==> config.mk <==
export PLATFORM = sky130hd
export DESIGN_NAME = rob_ctrl_flat
export DESIGN_NICKNAME = d
export VERILOG_FILES = /design/src/rtl/rob_ctrl_pkg.sv /design/src/rtl/rob_ctrl_if.sv /design/src/rtl/rob_ctrl.sv /design/src/flat_wrapper.sv
export SDC_FILE = /design/constraint.sdc
export NUM_CORES = 1
export LEC_CHECK = 0
export ABC_CLOCK_PERIOD_IN_PS = 5750
export CORE_MARGIN = 2
export CORE_UTILIZATION = 54
export DETAILED_ROUTE_END_ITERATION = 10
export GPL_ROUTABILITY_DRIVEN = 1
export HOLD_SLACK_MARGIN = 0.15
export PLACE_DENSITY = 0.89
export SYNTH_ARGS = -nofsm -noshare
export SYNTH_HDL_FRONTEND = slang
export SYNTH_SLANG_ARGS = --single-unit
export TNS_END_PERCENT = 20
==> constraint.sdc <==
create_clock -name clk -period 5.75 [get_ports clk]
set_clock_uncertainty 0.05 [all_clocks]
set_input_delay 1.15 -clock clk [delete_from_list [all_inputs] [get_ports clk]]
set_output_delay 1.15 -clock clk [all_outputs]
set_load 0.02 [all_outputs]
==> src/rtl/rob_ctrl_pkg.sv <==
// rtl/rob_ctrl_pkg.sv - shared sizes, opcode constant and ROB row layout
package rob_ctrl_pkg;

  localparam int ROB_DEPTH = 16;
  localparam int TAG_W     = 4;
  localparam int PREG_W    = 6;

  localparam logic [6:0] OP_STORE = 7'b0100011;

  typedef struct packed {
    logic              v;
    logic              is_store;
    logic [PREG_W-1:0] phy_reg;
    logic [PREG_W-1:0] old_phy;
    logic              comp;
  } rob_row;

  function automatic logic is_store_op(input logic [6:0] op);
    return op == OP_STORE;
  endfunction

endpackage

==> src/rtl/rob_ctrl_if.sv <==
// rtl/rob_ctrl_if.sv - dispatch, completion and retire signals of the ROB sequencer
interface rob_ctrl_if;
  import rob_ctrl_pkg::*;

  logic              disp_valid_1;
  logic              disp_valid_2;
  logic [PREG_W-1:0] rob_p_1;
  logic [PREG_W-1:0] rob_p_2;
  logic [PREG_W-1:0] o_rob_p_1;
  logic [PREG_W-1:0] o_rob_p_2;
  logic [6:0]        rob_op_1;
  logic [6:0]        rob_op_2;
  logic              disp_ready;
  logic [TAG_W-1:0]  disp_tag_1;
  logic [TAG_W-1:0]  disp_tag_2;

  logic              cmp_valid_1;
  logic              cmp_valid_2;
  logic              cmp_valid_3;
  logic [TAG_W-1:0]  cmp_tag_1;
  logic [TAG_W-1:0]  cmp_tag_2;
  logic [TAG_W-1:0]  cmp_tag_3;

  logic              rt_valid_1;
  logic              rt_valid_2;
  logic              rt_flag_1;
  logic              rt_flag_2;
  logic [PREG_W-1:0] fp_i_1;
  logic [PREG_W-1:0] fp_i_2;
  logic [TAG_W:0]    rob_count;
  logic              rob_empty;

  modport master (
    output disp_valid_1, disp_valid_2, rob_p_1, rob_p_2, o_rob_p_1, o_rob_p_2,
           rob_op_1, rob_op_2, cmp_valid_1, cmp_valid_2, cmp_valid_3,
           cmp_tag_1, cmp_tag_2, cmp_tag_3,
    input  disp_ready, disp_tag_1, disp_tag_2, rt_valid_1, rt_valid_2,
           rt_flag_1, rt_flag_2, fp_i_1, fp_i_2, rob_count, rob_empty
  );

  modport slave (
    input  disp_valid_1, disp_valid_2, rob_p_1, rob_p_2, o_rob_p_1, o_rob_p_2,
           rob_op_1, rob_op_2, cmp_valid_1, cmp_valid_2, cmp_valid_3,
           cmp_tag_1, cmp_tag_2, cmp_tag_3,
    output disp_ready, disp_tag_1, disp_tag_2, rt_valid_1, rt_valid_2,
           rt_flag_1, rt_flag_2, fp_i_1, fp_i_2, rob_count, rob_empty
  );

endinterface

==> src/rtl/rob_ctrl.sv <==
// rtl/rob_ctrl.sv - 16-entry circular ROB: dual dispatch, triple completion, dual in-order retire
module rob_ctrl
  import rob_ctrl_pkg::*;
(
  input  logic        clk,
  input  logic        rst,
  rob_ctrl_if.slave   rob
);

  rob_row           rows_q [ROB_DEPTH];
  rob_row           rows_d [ROB_DEPTH];
  logic [TAG_W-1:0] head_q, head_d;
  logic [TAG_W-1:0] tail_q, tail_d;
  logic [TAG_W:0]   count_q, count_d;

  logic              rt_valid_1_q, rt_valid_1_d;
  logic              rt_valid_2_q, rt_valid_2_d;
  logic              rt_flag_1_q, rt_flag_1_d;
  logic              rt_flag_2_q, rt_flag_2_d;
  logic [PREG_W-1:0] fp_i_1_q, fp_i_1_d;
  logic [PREG_W-1:0] fp_i_2_q, fp_i_2_d;

  logic             disp_ready;
  logic [TAG_W-1:0] tag_2;
  logic [TAG_W-1:0] head_p1;
  logic             alloc_1, alloc_2;
  logic             ret_1, ret_2;
  logic [TAG_W:0]   n_alloc, n_ret;

  // Space check uses the pre-edge count only, so same-edge retires never admit a dispatch.
  assign disp_ready = count_q <= (TAG_W+1)'(ROB_DEPTH - 2);
  assign tag_2      = tail_q + TAG_W'(rob.disp_valid_1);
  assign head_p1    = head_q + TAG_W'(1);
  assign alloc_1    = disp_ready && rob.disp_valid_1;
  assign alloc_2    = disp_ready && rob.disp_valid_2;
  assign ret_1      = rows_q[head_q].v && rows_q[head_q].comp;
  assign ret_2      = ret_1 && rows_q[head_p1].v && rows_q[head_p1].comp;
  assign n_alloc    = (TAG_W+1)'(alloc_1) + (TAG_W+1)'(alloc_2);
  assign n_ret      = (TAG_W+1)'(ret_1) + (TAG_W+1)'(ret_2);

  always_comb begin
    rows_d = rows_q;

    // Completions look at the pre-edge valid bit, which also drops tags allocated this edge.
    if (rob.cmp_valid_1 && rows_q[rob.cmp_tag_1].v) rows_d[rob.cmp_tag_1].comp = 1'b1;
    if (rob.cmp_valid_2 && rows_q[rob.cmp_tag_2].v) rows_d[rob.cmp_tag_2].comp = 1'b1;
    if (rob.cmp_valid_3 && rows_q[rob.cmp_tag_3].v) rows_d[rob.cmp_tag_3].comp = 1'b1;

    if (ret_1) begin
      rows_d[head_q].v    = 1'b0;
      rows_d[head_q].comp = 1'b0;
    end
    if (ret_2) begin
      rows_d[head_p1].v    = 1'b0;
      rows_d[head_p1].comp = 1'b0;
    end

    // Allocated slots are always free pre-edge, so they never collide with a retiring head.
    if (alloc_1) begin
      rows_d[tail_q] = '{v: 1'b1, is_store: is_store_op(rob.rob_op_1),
                         phy_reg: rob.rob_p_1, old_phy: rob.o_rob_p_1, comp: 1'b0};
    end
    if (alloc_2) begin
      rows_d[tag_2] = '{v: 1'b1, is_store: is_store_op(rob.rob_op_2),
                        phy_reg: rob.rob_p_2, old_phy: rob.o_rob_p_2, comp: 1'b0};
    end
  end

  always_comb begin
    tail_d  = tail_q + n_alloc[TAG_W-1:0];
    head_d  = head_q + n_ret[TAG_W-1:0];
    count_d = count_q + n_alloc - n_ret;

    rt_valid_1_d = ret_1;
    rt_valid_2_d = ret_2;
    rt_flag_1_d  = ret_1 && !rows_q[head_q].is_store;
    rt_flag_2_d  = ret_2 && !rows_q[head_p1].is_store;
    fp_i_1_d     = ret_1 ? rows_q[head_q].old_phy  : '0;
    fp_i_2_d     = ret_2 ? rows_q[head_p1].old_phy : '0;
  end

  always_ff @(posedge clk or posedge rst) begin
    if (rst) begin
      for (int i = 0; i < ROB_DEPTH; i++) rows_q[i] <= '0;
      head_q       <= '0;
      tail_q       <= '0;
      count_q      <= '0;
      rt_valid_1_q <= 1'b0;
      rt_valid_2_q <= 1'b0;
      rt_flag_1_q  <= 1'b0;
      rt_flag_2_q  <= 1'b0;
      fp_i_1_q     <= '0;
      fp_i_2_q     <= '0;
    end else begin
      for (int i = 0; i < ROB_DEPTH; i++) rows_q[i] <= rows_d[i];
      head_q       <= head_d;
      tail_q       <= tail_d;
      count_q      <= count_d;
      rt_valid_1_q <= rt_valid_1_d;
      rt_valid_2_q <= rt_valid_2_d;
      rt_flag_1_q  <= rt_flag_1_d;
      rt_flag_2_q  <= rt_flag_2_d;
      fp_i_1_q     <= fp_i_1_d;
      fp_i_2_q     <= fp_i_2_d;
    end
  end

  assign rob.disp_ready = disp_ready;
  assign rob.disp_tag_1 = tail_q;
  assign rob.disp_tag_2 = tag_2;
  assign rob.rt_valid_1 = rt_valid_1_q;
  assign rob.rt_valid_2 = rt_valid_2_q;
  assign rob.rt_flag_1  = rt_flag_1_q;
  assign rob.rt_flag_2  = rt_flag_2_q;
  assign rob.fp_i_1     = fp_i_1_q;
  assign rob.fp_i_2     = fp_i_2_q;
  assign rob.rob_count  = count_q;
  assign rob.rob_empty  = count_q == '0;

endmodule

==> src/flat_wrapper.sv <==
// flat-port wrapper written by rule: the top's interface ports become plain ports
module rob_ctrl_flat import rob_ctrl_pkg::*;
  (clk, rst, rob_disp_valid_1, rob_disp_valid_2, rob_rob_p_1, rob_rob_p_2, rob_o_rob_p_1, rob_o_rob_p_2, rob_rob_op_1, rob_rob_op_2, rob_cmp_valid_1, rob_cmp_valid_2, rob_cmp_valid_3, rob_cmp_tag_1, rob_cmp_tag_2, rob_cmp_tag_3, rob_disp_ready, rob_disp_tag_1, rob_disp_tag_2, rob_rt_valid_1, rob_rt_valid_2, rob_rt_flag_1, rob_rt_flag_2, rob_fp_i_1, rob_fp_i_2, rob_rob_count, rob_rob_empty);
  rob_ctrl_if rob_i ();
  input  logic clk;
  input  logic rst;
  input wire logic [$bits(rob_i.disp_valid_1)-1:0] rob_disp_valid_1;
  input wire logic [$bits(rob_i.disp_valid_2)-1:0] rob_disp_valid_2;
  input wire logic [$bits(rob_i.rob_p_1)-1:0] rob_rob_p_1;
  input wire logic [$bits(rob_i.rob_p_2)-1:0] rob_rob_p_2;
  input wire logic [$bits(rob_i.o_rob_p_1)-1:0] rob_o_rob_p_1;
  input wire logic [$bits(rob_i.o_rob_p_2)-1:0] rob_o_rob_p_2;
  input wire logic [$bits(rob_i.rob_op_1)-1:0] rob_rob_op_1;
  input wire logic [$bits(rob_i.rob_op_2)-1:0] rob_rob_op_2;
  input wire logic [$bits(rob_i.cmp_valid_1)-1:0] rob_cmp_valid_1;
  input wire logic [$bits(rob_i.cmp_valid_2)-1:0] rob_cmp_valid_2;
  input wire logic [$bits(rob_i.cmp_valid_3)-1:0] rob_cmp_valid_3;
  input wire logic [$bits(rob_i.cmp_tag_1)-1:0] rob_cmp_tag_1;
  input wire logic [$bits(rob_i.cmp_tag_2)-1:0] rob_cmp_tag_2;
  input wire logic [$bits(rob_i.cmp_tag_3)-1:0] rob_cmp_tag_3;
  output wire logic [$bits(rob_i.disp_ready)-1:0] rob_disp_ready;
  output wire logic [$bits(rob_i.disp_tag_1)-1:0] rob_disp_tag_1;
  output wire logic [$bits(rob_i.disp_tag_2)-1:0] rob_disp_tag_2;
  output wire logic [$bits(rob_i.rt_valid_1)-1:0] rob_rt_valid_1;
  output wire logic [$bits(rob_i.rt_valid_2)-1:0] rob_rt_valid_2;
  output wire logic [$bits(rob_i.rt_flag_1)-1:0] rob_rt_flag_1;
  output wire logic [$bits(rob_i.rt_flag_2)-1:0] rob_rt_flag_2;
  output wire logic [$bits(rob_i.fp_i_1)-1:0] rob_fp_i_1;
  output wire logic [$bits(rob_i.fp_i_2)-1:0] rob_fp_i_2;
  output wire logic [$bits(rob_i.rob_count)-1:0] rob_rob_count;
  output wire logic [$bits(rob_i.rob_empty)-1:0] rob_rob_empty;
  assign rob_i.disp_valid_1 = rob_disp_valid_1;
  assign rob_i.disp_valid_2 = rob_disp_valid_2;
  assign rob_i.rob_p_1 = rob_rob_p_1;
  assign rob_i.rob_p_2 = rob_rob_p_2;
  assign rob_i.o_rob_p_1 = rob_o_rob_p_1;
  assign rob_i.o_rob_p_2 = rob_o_rob_p_2;
  assign rob_i.rob_op_1 = rob_rob_op_1;
  assign rob_i.rob_op_2 = rob_rob_op_2;
  assign rob_i.cmp_valid_1 = rob_cmp_valid_1;
  assign rob_i.cmp_valid_2 = rob_cmp_valid_2;
  assign rob_i.cmp_valid_3 = rob_cmp_valid_3;
  assign rob_i.cmp_tag_1 = rob_cmp_tag_1;
  assign rob_i.cmp_tag_2 = rob_cmp_tag_2;
  assign rob_i.cmp_tag_3 = rob_cmp_tag_3;
  assign rob_disp_ready = rob_i.disp_ready;
  assign rob_disp_tag_1 = rob_i.disp_tag_1;
  assign rob_disp_tag_2 = rob_i.disp_tag_2;
  assign rob_rt_valid_1 = rob_i.rt_valid_1;
  assign rob_rt_valid_2 = rob_i.rt_valid_2;
  assign rob_rt_flag_1 = rob_i.rt_flag_1;
  assign rob_rt_flag_2 = rob_i.rt_flag_2;
  assign rob_fp_i_1 = rob_i.fp_i_1;
  assign rob_fp_i_2 = rob_i.fp_i_2;
  assign rob_rob_count = rob_i.rob_count;
  assign rob_rob_empty = rob_i.rob_empty;
  rob_ctrl u_core (.clk(clk), .rst(rst), .rob(rob_i));
endmodule
==> metrics.md, run 1 <==
| Metric | Value |
|---|---|
| Worst setup path startpoint | `u_core.head_q[1]$_DFF_PP0_` |
| Syn nets | `1138` |
| Setup_tns | `0 ns` |
| Hold_ws | `0.5538 ns` |
| Data required, critical path | `6.07 ns` |
| Non-Filler Instances | `approximately 1400` |
| Fin. Hold Viols | `0` |
| Yosys cell types | `60` |
| Share of cells above drive strength 1 | `between 10 and 15%` |
| CTS H-tree lvls | `4` |
| Top Ports | `88` |
| NumNets Final | `1181` |
| Initial DRC count | `1619` |
| CTS Hold Bufs | `0` |
| Crit path cell chain | `inv_2, ha_2, buf_4, nand3_1, o211a_1, a31oi_1, o21ai_0, a21oi_1, buf_4, ha_1, ha_1, inv_1, ha_1, fa_1, a21oi_1, nor2_1, nor2_1, xnor2_1` |
| Hold WC Path Type | `reg2reg` |
| Hold Crit Depth | `2` |
| Family with the most delay on the worst path | `adder cells` |
| Pwr dens | `606.2 nW/um2` |
| Worst-Margin Slew | `1.265 ns` |
| Die area | `21410 um2` |
| First-pass GRT wire length | `approximately 50 mm` |
| Clock sinks | `173` |
| Max VDD drop | `0.4046 mV` |
| Main synth FF type | `dfrtp_1` |
| Cell mode on critical path | `ha_1` |
| Vias in the first global route | `between 9000 and 10000` |
| Worst skew pair latency | `0.45 ns` |
| Initial Util | `54.59%` |
| Critical Path Slowest Stage Cell | `dfrtp_1` |
| Flop and latch count out of synthesis | `173` |
| Layout Area Growth over Synthesis | `14.51%` |
| Worst flop-to-flop path startpoint | `u_core.head_q[1]$_DFF_PP0_` |
| Worst-path clk slew | `0.07 ns` |
| Number of flops mapped to enable cells by yosys | `0` |
| Routed length on met1 | `11.50 mm` |
| FF-to-FF End | `u_core.rob.rob_count[4]$_DFF_PP0_` |
| Post-DR wirelength/cell | `23.56 um` |
| CTS tree | `done` |
| Max_slew headroom | `15.33%` |
| Worst-path fanout max | `31` |
| Routed Antenna Nets | `0` |
| Die W | `~150 um` |
| Final core area utilization | `approximately 63%` |
| Status | `finished clean` |
| Max Freq | `0.1950 GHz` |
| Critical Path End Type | `flop` |
| Crit path DAT | `roughly 5.5 ns` |
| Setup CP Type | `reg2reg` |
| CORE AREA | `20040 um2` |
| Slew Limit Fails | `0` |
| Max-cap violations | `0` |
| Worst path max stage delay | `between 0.8 and 0.9 ns` |
| Ant diodes | `0` |
| Commonest non-fill, non-tap cell in the layout | `dfrtp_1` |
| CTS resizes | `0` |
| Chip Height | `146.3 um` |
| Dpl hpwl | `21.35 mm` |
| Rows | `between 50 and 60` |
| Vias | `9584` |
| Seq/Total Area, Yosys | `39.57%` |
| Worst Setup Start Kind | `flop` |
| Final wirelength | `roughly 33 mm` |
| TritonCTS buffer count | `17` |
| Met3 routed WL | `about 4 mm` |
| Min-Delay Startpoint | `u_core.rows_q[139]$_DFF_PP0_` |
| Warnings, synthesis | `0` |
| Met2 Routed Length | `15.26 mm` |
| Mapped cell area | `10940 um2` |
| Initial antenna violation count | `0` |
| Total gr overflow | `0` |
| Post-Syn Instances | `around 1100` |
| Mean number of vias per cell | `around 6.9` |
| Top sig layer | `met4` |
| Drt first pass iters | `6` |
| Placed Cells incl. Taps | `1348` |
| Final setup viols | `0` |
| Commonest cells after routing, fill and taps aside | `172 x dfrtp_1, 112 x mux2i_1, 110 x nand2_1` |
| Longest Clk Path Bufs | `2` |
| Hold endpoint | `u_core.rows_q[139]$_DFF_PP0_` |
| WP buf/inv | `4` |
| Root buf cell | `clkbuf_16` |
| P_leak | `about 4.9 nW` |
| Min cycle time layout | `5.128 ns` |
| Syn avg cell area | `slightly above 10 um2` |
| R2R Setup Slk | `0.62 ns` |
| Gr usage total | `30.58%` |
| Layout fillers | `1486` |
| GP Congestion | `0.9445` |
| Cells on worst reg2reg path | `18` |
| Pin count of the biggest net entering global routing | `around 170` |
| RSZ-0062 raised after global routing | `no` |
| Port-buffer cells | `75` |
| Final Cycle Share | `between 80% and 90%` |
| # DRC | `0` |
| Post-CTS setup-driven buffer insertion count | `0` |
| Async SR Flop Fraction | `100.0%` |
-- worst min-delay path: stages, from the launching register on --
cell and delay, ns:
dfrtp_1 0.36, mux2i_1 0.07, a21oi_1 0.13
-- routing by layer --
metal  GRT usage, %  up-vias
met1          39.68     4655
li1               -     3987
met3          7.656      171
met5              0        -
met4          14.90        0
met2          48.54      771
-- final cells by class --
type | instances | area (um2) | share of cell area, %
clock buffers | 20 | 456.7 | 3.646
clock inverters | 12 | 127.6 | 1.019
inverters | 32 | 123.9 | 0.9888
multi-input cells | 781 | 6257 | 49.95
flip-flops and latches | 173 | 4333 | 34.59
well taps | 270 | 337.8 | 2.697
repair buffers | 92 | 890.9 | 7.111
-- sequential cells by signal, indices dropped and copies added, names as in the netlist --
| signal | cells |
|---|---|
| u_core.rob.rt_flag_2 | 1 |
| u_core.rob.rt_flag_1 | 1 |
| u_core.rows_q | 144 |
| u_core.rob.disp_tag_1 | 4 |
| u_core.rob.rt_valid_1 | 1 |
| u_core.rob.fp_i_1 | 6 |
| u_core.rob.rob_count | 5 |
| u_core.rob.fp_i_2 | 6 |
| u_core.rob.rt_valid_2 | 1 |
| u_core.head_q | 4 |
-- cell usage after synthesis, types with 4 or more instances --
| cell type | count | area [um2] |
|---|---|---|
| a211oi_1 | 7 | 52.55 |
| a21boi_0 | 4 | 30.03 |
| a21oi_1 | 79 | 395.4 |
| a31oi_1 | 23 | 143.9 |
| and2_1 | 17 | 106.4 |
| and3_1 | 8 | 50.05 |
| buf_1 | 16 | 60.06 |
| clkbuf_1 | 49 | 183.9 |
| dfrtp_1 | 173 | 4329 |
| fa_1 | 4 | 80.08 |
| ha_1 | 23 | 287.8 |
| inv_1 | 29 | 108.9 |
| mux2i_1 | 112 | 1121 |
| mux4_2 | 76 | 1712 |
| nand2_1 | 110 | 412.9 |
| nand2b_1 | 4 | 25.02 |
| nand3_1 | 31 | 155.2 |
| nand4_1 | 16 | 100.1 |
| nand4b_1 | 16 | 140.1 |
| nor2_1 | 97 | 364.1 |
| nor2_2 | 8 | 50.05 |
| nor2b_1 | 10 | 62.56 |
| nor4_1 | 5 | 31.28 |
| o21ai_0 | 66 | 330.3 |
| xnor2_1 | 7 | 61.31 |
| xor2_1 | 4 | 35.03 |
-- worst max-delay path by stage --
stage          cells after the start  slack [ns]                           endpoint
2_1_floorplan                     19        1.56  u_core.rob.rob_count[4]$_DFF_PP0_
3_3_place_gp                      18        0.92  u_core.rob.rob_count[4]$_DFF_PP0_
3_5_place_dp                      18        0.81  u_core.rob.rob_count[4]$_DFF_PP0_
4_1_cts                           18        0.77  u_core.rob.rob_count[4]$_DFF_PP0_
5_1_grt                           18        0.41  u_core.rob.rob_count[4]$_DFF_PP0_
6_report                          18        0.62  u_core.rob.rob_count[4]$_DFF_PP0_
-- where the power goes --
part	internal, W	switching, W	total [W]
Combinational	0.00196	0.00210	0.00405
Clock	0.000631	0.000519	0.00115
Sequential	0.00178	0.000607	0.00239
Total	0.00437	0.00323	0.00759
-- cells by family after synthesis --
| logic type | count (synthesis) | synth area share, % |
|---|---|---|
| compound gates | 206 | 10.79 |
| xor+xnor | 11 | 0.8807 |
| fa+ha+maj | 27 | 3.363 |
| buf+inv | 100 | 3.466 |
| flops | 173 | 39.57 |
| mux | 188 | 25.90 |
| simple gates | 349 | 16.04 |
-- per-stage QoR --
step | cell area, um2 | setup slack [ns] | total power (W)
finish | 12530 | 0.6224 | 0.007594
global route | 12530 | 0.4113 | 0.007944
CTS | 12530 | 0.7703 | 0.007449
detailed placement | 11940 | 0.8120 | 0.006251
global placement | 11940 | 0.9156 | 0.006055
floorplan | 10940 | 1.560 | 0.005081
No activity file was read; power rests on OpenSTA's default activity.
==> inputs of run 2 (changes only) <==
Settings changed: CORE_UTILIZATION 54 to 46, PLACE_DENSITY 0.89 to 0.79.
==> metrics.md, run 2 (synthesized netlist as in run 1, its figures left out) <==
| Metric | Value |
|---|---|
| Pint | `0.004451 W (was 0.004369 W)` |
| Vias in the first global route | `8594 (was 9208)` |
| Final wirelength | `30.68 mm (was 32.51 mm)` |
| First-pass GRT wire length | `48.48 mm (was 50.83 mm)` |
| Final setup viols | `0 (unchanged)` |
| Design Area, Final | `12630 um2 (was 12530 um2)` |
| Dpl hpwl | `21.68 mm (was 21.35 mm)` |
| CTS tree | `done (unchanged)` |
| Worst-path clk slew | `0.07 ns (about the same)` |
| Initial antenna violation count | `0 (unchanged)` |
| CTS H-tree lvls | `4 (unchanged)` |
| Worst skew pair latency | `0.45 ns (about the same)` |
| CTS resizes | `0 (unchanged)` |
| Chip Height | `158.2 um (was 146.3 um)` |
| Hold WC Path Type | `reg2reg (unchanged)` |
| CORE AREA | `23400 um2 (was 20040 um2)` |
| Layout fillers | `1991 (was 1486)` |
| Max reg flops | `144 (unchanged)` |
| # DRC | `0 (unchanged)` |
| Post-DR wirelength/cell | `21.46 um (was 23.56 um)` |
| GP Congestion | `0.9051 (was 0.9445)` |
| Longest Clk Path Bufs | `2 (unchanged)` |
| Area after DPL | `12010 um2 (was 11940 um2)` |
| P_leak | `4.887 nW (was 4.854 nW)` |
| Port-buffer cells | `75 (unchanged)` |
| Die area | `25030 um2 (was 21410 um2)` |
| Net Sw Power | `0.003099 W (was 0.003225 W)` |
| Commonest non-fill, non-tap cell in the layout | `dfrtp_1 (unchanged)` |
| Root buf cell | `clkbuf_16 (unchanged)` |
| Worst-path fanout max | `19 (was 31)` |
| Top reg by flops | `u_core.rows_q (unchanged)` |
| TritonCTS buffer count | `17 (unchanged)` |
| Share of cells above drive strength 1 | `14.04% (was 13.87%)` |
| Mean number of vias per cell | `6.272 (was 6.945)` |
| Max-cap violations | `0 (unchanged)` |
| Gr usage total | `25.62% (was 30.58%)` |
| Clock network fraction of total power | `16.3% (was 15.1%)` |
| Ant diodes | `0 (unchanged)` |
| Critical Path End Type | `flop (unchanged)` |
| Vias | `8969 (was 9584)` |
| Data required, critical path | `6.08 ns (was 6.07 ns)` |
| Hold_ws | `0.5306 ns (was 0.5538 ns)` |
| Max_slew headroom | `13.28% (was 15.33%)` |
| Total gr overflow | `0 (unchanged)` |
| Rows | `56 (was 52)` |
| Placed Cells incl. Taps | `1398 (was 1348)` |
| Commonest cells after routing, fill and taps aside | `172 x dfrtp_1, 112 x mux2i_1, 110 x nand2_1 (unchanged)` |
| Sequential share of power | `31.1% (was 31.5%)` |
| Crit path DAT | `5.32 ns (was 5.45 ns)` |
| Die W | `158.2 um (was 146.3 um)` |
| Final Cycle Share | `86.93% (was 89.17%)` |
| Slew Limit Fails | `0 (unchanged)` |
| Pwr dens | `597.7 nW/um2 (was 606.2 nW/um2)` |
| Post-CTS setup-driven buffer insertion count | `0 (unchanged)` |
| Sw Ratio | `41.05% (was 42.47%)` |
| Logic pwr share | `52.7% (was 53.4%)` |
| CTS Hold Bufs | `0 (unchanged)` |
| Pin count of the biggest net entering global routing | `142 (was 174)` |
| Non-Filler Instances | `1430 (was 1380)` |
| Initial DRC count | `1101 (was 1619)` |
| NumNets Final | `1182 (was 1181)` |
| Fin. Hold Viols | `0 (unchanged)` |
| Max VDD drop | `0.3248 mV (was 0.4046 mV)` |
| Worst Setup Start Kind | `flop (unchanged)` |
| RSZ-0062 raised after global routing | `no (unchanged)` |
| Clock sinks | `173 (unchanged)` |
| Final core area utilization | `53.98% (was 62.51%)` |
| Setup_tns | `0 ns (unchanged)` |
| Min cycle time layout | `4.999 ns (was 5.128 ns)` |
| Top Ports | `88 (unchanged)` |
| Drt first pass iters | `7 (was 6)` |
| Layout Area Growth over Synthesis | `15.48% (was 14.51%)` |
| Max Freq | `0.2001 GHz (was 0.1950 GHz)` |
| Initial Util | `46.74% (was 54.59%)` |
| Routed Antenna Nets | `0 (unchanged)` |
| Setup CP Type | `reg2reg (unchanged)` |
| Worst-Margin Slew | `1.296 ns (was 1.265 ns)` |
| Status | `finished clean (unchanged)` |
## run 2: cell types whose count changed in the layout (fill, tap and decap cells not counted)
| cell | change |
|---|---|
| buf_4 | +1 |
| bufinv_16 | +2 |
| clkbuf_1 | -1 |
| inv_6 | -2 |
| clkbuf_8 | -1 |
| clkinvlp_4 | -2 |
| inv_8 | +1 |
| clkinv_2 | +3 |
## run 2: worst max-delay path, cell delays in order, from the launching register on
cell and delay, ns:
dfrtp_1 0.87, inv_2 0.26, ha_2 0.67, inv_1 0.22
mux4_2 0.32, a21boi_0 0.30, o21ai_0 0.16, a21oi_1 0.18
buf_4 0.20, ha_1 0.30, ha_1 0.30, inv_1 0.04
ha_1 0.21, fa_1 0.41, a21oi_1 0.15, nor2_1 0.05
nor2_1 0.11, xnor2_1 0.12
## run 2: metrics by stage
| stage | power [W] | setup slack [ns] |
|---|---|---|
| after floorplan | 0.005081 | 1.560 |
| after global placement | 0.006075 | 0.9409 |
| after detailed placement | 0.006238 | 0.8140 |
| after CTS | 0.007491 | 0.8094 |
| after global routing | 0.007985 | 0.4304 |
| final | 0.007550 | 0.7515 |
## run 2: worst paths after layout
path                                                   start                                end  slack, ns  cells past startpoint
worst min register to register  u_core.rows_q[224]$_DFF_PP0_       u_core.rows_q[224]$_DFF_PP0_       0.53                      2
max in group asynchronous                                rst         u_core.rows_q[2]$_DFF_PP0_       3.35                      3
min in group asynchronous                                rst        u_core.rows_q[90]$_DFF_PP0_       1.13                      2
worst max register to register    u_core.head_q[1]$_DFF_PP0_  u_core.rob.rob_count[4]$_DFF_PP0_       0.75                     17
worst max-delay path              u_core.head_q[1]$_DFF_PP0_  u_core.rob.rob_count[4]$_DFF_PP0_       0.75                     17
worst min-delay path            u_core.rows_q[224]$_DFF_PP0_       u_core.rows_q[224]$_DFF_PP0_       0.53                      2
## run 2: per-layer routing
metal	GRT usage, %	vias to the layer above	share of wire, %
li1	-	3984	-
met1	35.40	4470	41
met2	39.40	447	47
met3	6.324	68	9.9
met4	9.395	0	2.5
met5	0	-	0
## run 2: area by class of cell
class	count	area [um2]	area share, %
repair buffers	93	898.4	7.112
well taps	319	399.1	3.160
flip-flops and latches	173	4333	34.30
multi-input cells	781	6257	49.53
clock inverters	14	181.4	1.436
clock buffers	18	439.2	3.477
inverters	32	123.9	0.9806
## run 2: power groups by stage
stage | sequential [W] | clock (W) | combinational [W]
6_report | 0.00234 | 0.00123 | 0.00398
5_1_grt | 0.00240 | 0.00129 | 0.00430
4_1_cts | 0.00232 | 0.00124 | 0.00394
3_5_place_dp | 0.00233 | 0 | 0.00391
3_3_place_gp | 0.00229 | 0 | 0.00379
2_1_floorplan | 0.00218 | 0 | 0.00290
==> variant: new RTL, flow settings as in run 1 <==
The package constant `ROB_DEPTH` goes from 16 to 8.
--- a/src/rtl/rob_ctrl_pkg.sv
+++ b/src/rtl/rob_ctrl_pkg.sv
@@ -3,3 +3,3 @@
 
-  localparam int ROB_DEPTH = 16;
+  localparam int ROB_DEPTH = 8;
   localparam int TAG_W     = 4;
Formal check against the unedited RTL: same outputs for any inputs over 4 cycles, from zero or initial values and one cycle with rst high; that may be too few to reach the edited logic, so the function may still have changed.
==> variant against run 1 <==
  * Global-route usage is 2.3 points lower
  * Via count shrank 44%
  * Worst setup slack improved by 0.82 ns
  * Count of clock-buffer cells in the layout shrank 10
  * First-iteration DRC count decreased by 68%
  * Design area fell by 38%
  * Synthesized area fell by 39%
  * Core utilization rose by 2.4 points
  * Sequential cell count is 72 lower
  * Fmax rose by 19%
  * Wire length is 45% lower
  * Hold slack lost 0.014 ns
  * Critical endpoint is now rob_disp_tag_2[2]
  * Largest cell class unchanged
Power is left out: it rests on default switching activity, and per cell area and clock period it moved more than threefold.
==> variant: results (changes against run 1) <==
Global route
  – First-pass GRT wire length: 28.6 mm (was 50.8 mm)
  – GRT Overall Usage: 28.3% (was 30.6%)
  – Pin count of the biggest net entering global routing: 52 (was 174)
  – Vias in the first global route: 5,491 (was 9,208)

Finish
  – Final core occ: 64.9% (was 62.5%)
  – ClkCell Share: 3.64% (was 4.66%)
  – Non-clock buffer share: 10.3% (was 7.11%)
  – Non-CTS buffers: 82 (was 92)
  – Area occupied by multi-input gates: 0.00387 mm2 (was 0.00626 mm2)
  – Max FFs per register: 72 (was 144)
  – Clock buffers: 10 (was 20)
  – NumNets Final: 716 (was 1,181)
  – Final instance area: 0.00783 mm2 (was 0.0125 mm2)
  – Seq cells: 101 (was 173)
  – Register area: 0.00253 mm2 (was 0.00433 mm2)

Synthesis
  – Post-synthesis adder-cell area fraction: 4.37% (was 3.36%)
  – Number of unique standard cell types used by synthesis: 71 (was 60)
  – Complex-gate fraction of the synthesized area: 9.29% (was 10.8%)
  – Area contributors post-synth: dfrtp_1 38%, mux4_2 11%, mux2_2 9.8% (was dfrtp_1 40%, mux4_2 16%, mux2i_1 10%)
  – Seq/Total Area, Yosys: 37.8% (was 39.6%)
  – Avg Synthesized Cell Area: 11.6 um2 (was 10.4 um2)
  – Most frequent cells after synthesis: 101 x dfrtp_1, 58 x mux2_2, 36 x nand2_1 (was 173 x dfrtp_1, 112 x mux2i_1, 110 x nand2_1)
  – Post-synthesis mux area share: 30.4% (was 25.9%)
  – Mapped Nets: 654 (was 1,138)

Placed design
  – Final RePlAce weighted congestion: 0.910 (was 0.945)
  – Placed Cells: 795 (was 1,348)
  – Post-DP HPWL: 12.1 mm (was 21.4 mm)
  – Dpl cell area: 0.00754 mm2 (was 0.0119 mm2)

Critical path
  – CP max stage cell: clkdlybuf4s50_1 (was dfrtp_1)
  – R2r worst-path depth: 16 (was 18)
  – Crit Path Max Fanout: 7 (was 31)
  – Register-to-register setup slack: 1.45 ns (was 0.62 ns)
  – Worst r2r src: u_core.head_q[0] (was u_core.head_q[1])
  – WP data arrival: 3.10 ns (was 5.45 ns)
  – Worst path max stage delay: 0.63 ns (was 0.86 ns)
  – Delay-heaviest family, CP: buffers and inverters (was adder cells)

Clock network
  – CTS Buf Count: 9 (was 17)
  – H-Tree Depth: 3 (was 4)
  – Clock Latency Late Sink: 0.36 ns (was 0.45 ns)

Detailed routing
  – Drt initial violations: 525 (was 1,619)
  – Wirelength, routed: 18.0 mm (was 32.5 mm)
  – Wire per inst: 22.2 um (was 23.6 um)

Min path
  – Hold EP: u_core.rows_q[89] (was u_core.rows_q[139])
  – Hold path cells: 1 (was 2)

STA
  – Hold Slack: 0.540 ns (was 0.554 ns)
  – Worst Tran Pin Value: 1.14 ns (was 1.27 ns)
  – Setup ws final: 1.45 ns (was 0.622 ns)

Status
  – Outcome: completed (unchanged)
variant: changes by cell type after synthesis, sizes merged, moves of 44 or more:
cell / run 1 / this run
o21ai: 69 / 12
mux2: 0 / 84
mux4: 76 / 32
mux2i: 112 / 30
nor2: 105 / 18
nand2: 110 / 37
dfrtp: 173 / 101
a21oi: 79 / 27
variant: per-layer routing:
layer | track usage (%) | part of all wire (%) | up-vias
met3 | 3.74 | 7.7 | 67
met1 | 37.3 | 39 | 2646
met4 | 14.8 | 4.1 | 0
li1 | - | - | 2281
met2 | 46.0 | 49 | 344
met5 | 0 | 0 | -
variant: worst max path at each step:
stage,to,startpoint,depth (start not counted)
2_1_floorplan,u_core.rob.rob_count[4],u_core.head_q[0],20
3_3_place_gp,rob_disp_tag_2[2],rob_disp_valid_1,5
3_5_place_dp,rob_disp_tag_2[2],rob_disp_valid_1,5
4_1_cts,rob_disp_tag_2[2],rob_disp_valid_1,5
5_1_grt,u_core.rob.rob_count[4],u_core.head_q[0],16
6_report,rob_disp_tag_2[2],rob_disp_valid_1,5
